**src/rtl/acs_radix2_param_if.sv**
```systemverilog
// Symbol/metric bus between the branch metric unit, the ACS and the traceback memory.
// The master drives branch metrics in; the slave (ACS) returns decisions and the best state.
interface acs_radix2_param_if #(
  parameter int unsigned K     = 3,
  parameter int unsigned BM_W  = 4,
  parameter int unsigned PM_W  = 8,
  parameter int unsigned CNT_W = 8
);
  localparam int unsigned NumSt = 1 << (K - 1);

  logic                i_start;
  logic                i_valid;
  logic [4*BM_W-1:0]   i_bm;
  logic                o_valid;
  logic [NumSt-1:0]    o_dec;
  logic [K-2:0]        o_best_st;
  logic [PM_W-1:0]     o_best_pm;
  logic                o_norm;
  logic [CNT_W-1:0]    o_sym_cnt;

  modport master (
    output i_start, i_valid, i_bm,
    input  o_valid, o_dec, o_best_st, o_best_pm, o_norm, o_sym_cnt
  );

  modport slave (
    input  i_start, i_valid, i_bm,
    output o_valid, o_dec, o_best_st, o_best_pm, o_norm, o_sym_cnt
  );
endinterface

```
**src/rtl/acs_radix2_param.sv**
```systemverilog
// Radix-2 add-compare-select for a hard-decision Viterbi decoder with 2^(K-1) states.
// One symbol per cycle, saturating metrics, modulo normalisation and frame start/re-init.
module acs_radix2_param #(
  parameter int unsigned K     = 3,
  parameter int unsigned G0    = 'o7,
  parameter int unsigned G1    = 'o5,
  parameter int unsigned BM_W  = 4,
  parameter int unsigned PM_W  = 8,
  parameter int unsigned CNT_W = 8
) (
  input logic               clk,
  input logic               rst,
  acs_radix2_param_if.slave bus
);
  localparam int unsigned      NumSt  = 1 << (K - 1);
  localparam logic [PM_W-1:0]  PmMax  = '1;
  localparam logic [PM_W-1:0]  PmHalf = {1'b1, {(PM_W - 1){1'b0}}};
  localparam logic [PM_W-1:0]  PmInit = {2'b01, {(PM_W - 2){1'b0}}};
  localparam logic [CNT_W-1:0] CntMax = '1;

  logic [NumSt-1:0][PM_W-1:0] pm_q, pm_d, pm_init, pm_prev, pm_acs, pm_norm;
  logic [NumSt-1:0]           dec_q, dec_d, dec_acs;
  logic [K-2:0]               best_st_q, best_st_d, best_st_c;
  logic [PM_W-1:0]            best_pm_q, best_pm_d, best_pm_c;
  logic                       valid_q, valid_d;
  logic                       norm_q, norm_d, norm_c;
  logic [CNT_W-1:0]           cnt_q, cnt_d;

  always_comb begin
    pm_init = '0;
    for (int s = 1; s < NumSt; s++) begin
      pm_init[s] = PmInit;
    end
  end

  // ACS over all next states; the branch register {u,p_b} is simply {ns,b}.
  always_comb begin
    logic [K-1:0]          br;
    logic [1:0]            cw;
    logic [PM_W:0]         sum;
    logic [1:0][PM_W-1:0]  cand;
    logic [PM_W-1:0]       min_pm;
    br      = '0;
    cw      = '0;
    sum     = '0;
    cand    = '0;
    pm_acs  = '0;
    dec_acs = '0;
    pm_prev = bus.i_start ? pm_init : pm_q;
    for (int ns = 0; ns < NumSt; ns++) begin
      for (int b = 0; b < 2; b++) begin
        br      = K'((ns << 1) | b);
        cw      = {^(br & K'(G0)), ^(br & K'(G1))};
        sum     = {1'b0, pm_prev[br[K-2:0]]}
                + {{(PM_W + 1 - BM_W){1'b0}}, bus.i_bm[int'(cw)*BM_W +: BM_W]};
        cand[b] = sum[PM_W] ? PmMax : sum[PM_W-1:0];
      end
      dec_acs[ns] = cand[1] < cand[0];
      pm_acs[ns]  = dec_acs[ns] ? cand[1] : cand[0];
    end

    min_pm = pm_acs[0];
    for (int s = 1; s < NumSt; s++) begin
      if (pm_acs[s] < min_pm) min_pm = pm_acs[s];
    end
    norm_c = min_pm >= PmHalf;
    // Saturated metrics are left pinned so a dead path never looks good again.
    for (int s = 0; s < NumSt; s++) begin
      pm_norm[s] = (norm_c && pm_acs[s] != PmMax) ? pm_acs[s] - PmHalf : pm_acs[s];
    end

    best_pm_c = pm_norm[0];
    best_st_c = '0;
    for (int s = 1; s < NumSt; s++) begin
      if (pm_norm[s] < best_pm_c) begin
        best_pm_c = pm_norm[s];
        best_st_c = s[K-2:0];
      end
    end
  end

  always_comb begin
    pm_d      = pm_q;
    dec_d     = dec_q;
    best_st_d = best_st_q;
    best_pm_d = best_pm_q;
    cnt_d     = cnt_q;
    valid_d   = 1'b0;
    norm_d    = 1'b0;
    if (bus.i_valid) begin
      pm_d      = pm_norm;
      dec_d     = dec_acs;
      best_st_d = best_st_c;
      best_pm_d = best_pm_c;
      norm_d    = norm_c;
      valid_d   = 1'b1;
      if (bus.i_start) begin
        cnt_d = CNT_W'(1);
      end else if (cnt_q != CntMax) begin
        cnt_d = cnt_q + 1'b1;
      end
    end else if (bus.i_start) begin
      pm_d  = pm_init;
      cnt_d = '0;
    end
  end

  always_ff @(posedge clk or negedge rst) begin
    if (!rst) begin
      pm_q      <= pm_init;
      dec_q     <= '0;
      best_st_q <= '0;
      best_pm_q <= '0;
      valid_q   <= 1'b0;
      norm_q    <= 1'b0;
      cnt_q     <= '0;
    end else begin
      pm_q      <= pm_d;
      dec_q     <= dec_d;
      best_st_q <= best_st_d;
      best_pm_q <= best_pm_d;
      valid_q   <= valid_d;
      norm_q    <= norm_d;
      cnt_q     <= cnt_d;
    end
  end

  assign bus.o_valid   = valid_q;
  assign bus.o_dec     = dec_q;
  assign bus.o_best_st = best_st_q;
  assign bus.o_best_pm = best_pm_q;
  assign bus.o_norm    = norm_q;
  assign bus.o_sym_cnt = cnt_q;
endmodule

```
**src/flat_wrapper.sv**
```systemverilog
// flat-port wrapper written by rule: the top's interface ports become plain ports
module acs_radix2_param_flat 
#(
  parameter int unsigned K     = 3,
  parameter int unsigned G0    = 'o7,
  parameter int unsigned G1    = 'o5,
  parameter int unsigned BM_W  = 4,
  parameter int unsigned PM_W  = 8,
  parameter int unsigned CNT_W = 8
)
  (clk, rst, bus_i_start, bus_i_valid, bus_i_bm, bus_o_valid, bus_o_dec, bus_o_best_st, bus_o_best_pm, bus_o_norm, bus_o_sym_cnt);
  acs_radix2_param_if #(.K(K), .BM_W(BM_W), .PM_W(PM_W), .CNT_W(CNT_W)) bus_i ();
  input logic clk;
  input logic rst;
  input wire logic [$bits(bus_i.i_start)-1:0] bus_i_start;
  input wire logic [$bits(bus_i.i_valid)-1:0] bus_i_valid;
  input wire logic [$bits(bus_i.i_bm)-1:0] bus_i_bm;
  output wire logic [$bits(bus_i.o_valid)-1:0] bus_o_valid;
  output wire logic [$bits(bus_i.o_dec)-1:0] bus_o_dec;
  output wire logic [$bits(bus_i.o_best_st)-1:0] bus_o_best_st;
  output wire logic [$bits(bus_i.o_best_pm)-1:0] bus_o_best_pm;
  output wire logic [$bits(bus_i.o_norm)-1:0] bus_o_norm;
  output wire logic [$bits(bus_i.o_sym_cnt)-1:0] bus_o_sym_cnt;
  assign bus_i.i_start = bus_i_start;
  assign bus_i.i_valid = bus_i_valid;
  assign bus_i.i_bm = bus_i_bm;
  assign bus_o_valid = bus_i.o_valid;
  assign bus_o_dec = bus_i.o_dec;
  assign bus_o_best_st = bus_i.o_best_st;
  assign bus_o_best_pm = bus_i.o_best_pm;
  assign bus_o_norm = bus_i.o_norm;
  assign bus_o_sym_cnt = bus_i.o_sym_cnt;
  acs_radix2_param #(.K(K), .G0(G0), .G1(G1), .BM_W(BM_W), .PM_W(PM_W), .CNT_W(CNT_W)) u_core (.clk(clk), .rst(rst), .bus(bus_i));
endmodule
```
**config.mk**
```make
export PLATFORM = sky130hd
export DESIGN_NAME = acs_radix2_param_flat
export DESIGN_NICKNAME = d
export VERILOG_FILES = /design/src/rtl/acs_radix2_param_if.sv /design/src/rtl/acs_radix2_param.sv /design/src/flat_wrapper.sv
export SDC_FILE = /design/constraint.sdc
export NUM_CORES = 1
export LEC_CHECK = 0
export ABC_AREA = 1
export BUFFER_PORTS_ARGS = -buffer_cell sky130_fd_sc_hd__clkbuf_2
export CORE_MARGIN = 1
export CORE_UTILIZATION = 50
export DETAILED_ROUTE_END_ITERATION = 6
export GPL_TIMING_DRIVEN = 0
export PLACE_DENSITY = 0.64
export SETUP_SLACK_MARGIN = 0.05
export SYNTH_ARGS = -nofsm -noshare
export SYNTH_HDL_FRONTEND = slang
export SYNTH_SLANG_ARGS = --single-unit
export TNS_END_PERCENT = 10
```
**constraint.sdc**
```tcl
create_clock -name clk -period 22.9 [get_ports clk]
set_clock_uncertainty 0.1 [all_clocks]
set_input_delay 1.145 -clock clk [delete_from_list [all_inputs] [get_ports clk]]
set_output_delay 1.145 -clock clk [all_outputs]
set_load 0.02 [all_outputs]
```
==> results.cfg <==
[routing]
drtIter0Drc = 507
via_count = 7209
ant_nets = 0
via_per_inst = 5.41
drc = 0
routed_wl_um = 20600
dr.pass1.iters = 6
drt-wirelength-per-cell_um = 15.5

[floorplanning]
rows = 42
start_util = 0.518
fp.dieH_um = 120
die-area_um2 = 14400
core_region_area_um2 = 13400
die_w_um = 120
io_pins = 44

[logic_synthesis]
synth_edf_count = 0
synth_seq_cells = 56
syn_inst = 1106
syn_nets = 1209
synthTopCellsByCount = 308 x nand2_1, 165 x inv_1, 120 x o21ai_0
ys_seq_area_frac = 0.202
async_reset_ff_frac = 1.00
avgSynthCellArea_um2 = 6.28
synthTopCellsByArea = dfrtp_1 19%, nand2_1 17%, ha_1 15%
yosysTopAreaCell = dfrtp_1
synthDistinctLibCells = 47
yosysWarnings = 0
synthMostInstantiatedCell = nand2_1
syn_area_um2 = 6940
synthFlopType = dfrtp_1
synth.top_cell.area_share = 0.191

[global_route]
grt_overflow = 0
grt_busiest_layer = met2
grt_first_pass_wirelength_um = 32800
grtUsageMet2 = 0.480
grtUsageMet1 = 0.414
grt_pass1_vias = 6498
grt_util_all_layers = 0.296
antenna_found_initial = 0
grtUsageMet3 = 0.0394
grt_max_degree = 57

[layout]
seq_area_um2 = 1410
areaGrowthSynthToFinish_pct = 8.36
num_antenna_cells = 0
n_fill_cell = 1400
nNetsFinal = 1258
drive_gt1_frac = 0.115
multi_input_area_um2 = 4730

[setup_path]
crit_slowest_cell = clkbuf_1
r2r_cells = 65
r2r_setup_slack_ns = 10.98
r2r_end = u_core.bus.o_best_pm[1]
cpPeakStageDelay_ns = 0.56
crit_arrival_ns = 13.54
critPathKind = in2reg
crit-reg2reg-launch = u_core.pm_q[0]
critPathRequiredTime_ns = 23.04
critical_path.max_fanout = 10
crit_path_end_kind = flop
cpMostUsedCell = nor2_1
crit_path_start_kind = primary input

[cts]
cts_buffers = 5
clk_pin_slew_worst_paths_ns = 0.07
clk_root_buffer_cell = clkbuf_16
htreeDepth = 2
tritoncts = built
cts_setup_buffers = 0
clkLatencyLatePin_ns = 0.32
clk_path_buf_depth = 2
cts-resized-gates = 0
holdBufCountCts = 0
clock_sinks = 56

[worst_hold_path]
worstHoldStart = u_core.bus.o_best_pm[0]
hold_class = reg2reg
min_path_cells = 2
holdPathEnd = u_core.bus.o_best_pm[0]

[sta]
tightest_slew_ns = 1.21
fin_tns_setup_ns = 0
rsz0062_at_grt = no
setup_violations = 0
fmax_mhz = 74.7
slew-limit-headroom = 0.187
hold_violations = 0
period_share = 0.585
timing.final.crit_period_ns = 13.39
slew_violations = 0

[flow_run]
drv_cap = 0

[placement]
numPortBuffers = 42
dp_hpwl_um = 16600
gp_congestion = 0.896

[outcome]
outcome = finished clean
-- logic make-up after synthesis --
family,after synthesis,synth area share
and+or+nand+nor,543,0.345
AOI/OAI and AO/OA,215,0.172
buffers and inverters,197,0.116
adders and majority gates,83,0.150
DFF,56,0.202
xor gates and xnor gates,12,0.0151
-- metal layers --
metal	part of all wire	wire (µm)
met1	0.47	9640
met2	0.44	9150
met3	0.069	1430
met4	0.019	382
met5	0	0
-- cell type report --
class | count | share of cell area
Buffer | 24 | 0.0201
Clock buffer | 5 | 0.0166
Clock inverter | 3 | 0.00299
Inverter | 173 | 0.0867
Multi-Input combinational cell | 853 | 0.629
Sequential cell | 56 | 0.187
Tap cell | 176 | 0.0293
Timing Repair Buffer | 42 | 0.0283
-- worst max-delay path: cells and delay by family --
family                     cells  cell delay, ns
AOI/OAI and AO/OA             18            4.63
adders and majority gates      7            2.25
buffers and inverters         10            2.11
and+or+nand+nor               30            3.33
-- cells in the final DEF, fill, tap and decap left out, types with 7 or more instances in the layout --
cell type  instances
dfrtp_1           53
nand3_2            7
clkbuf_2          41
a211oi_1           7
a31oi_1            8
nand3_1           76
clkbuf_1          12
xor2_1            10
ha_1              83
o21ai_0          120
nand2_2           33
inv_1            165
a21oi_1           51
nor2_1            89
nand2_1          308
-- how the worst max path moves through the flow --
stage                     start                      end  slack (ns)
floorplan           bus_i_start  u_core.bus.o_best_pm[1]       12.04
global placement    bus_i_start  u_core.bus.o_best_pm[7]        9.44
detailed placement  bus_i_start  u_core.bus.o_best_pm[1]        9.43
CTS                 bus_i_start  u_core.bus.o_best_pm[1]        9.74
global route        bus_i_start  u_core.bus.o_best_pm[1]        8.46
finish              bus_i_start  u_core.bus.o_best_pm[1]        9.51
-- state kept, by name (all words and copies together), names as in the netlist --
register / flops
u_core.bus.o_best_st: 2
u_core.bus.o_sym_cnt: 8
u_core.bus.o_norm: 1
u_core.bus.o_valid: 1
u_core.pm_q: 32
u_core.bus.o_dec: 4
u_core.bus.o_best_pm: 8
-- stage by stage --
step	util	hold WS (ns)	setup slack [ns]	cell area [µm²]	instances
5_1_grt	0.561	0.401	8.46	7520	1332
2_1_floorplan	-	0.439	12.04	6940	1106
3_3_place_gp	0.550	0.364	9.44	7370	1324
3_5_place_dp	0.550	0.365	9.43	7370	1324
6_report	0.561	0.381	9.51	7520	1332
4_1_cts	0.561	0.386	9.74	7520	1332
Power is left out: the tool's default activity adds up to more than one toggle a clock period on the data nets, which glitch-free logic cannot reach.
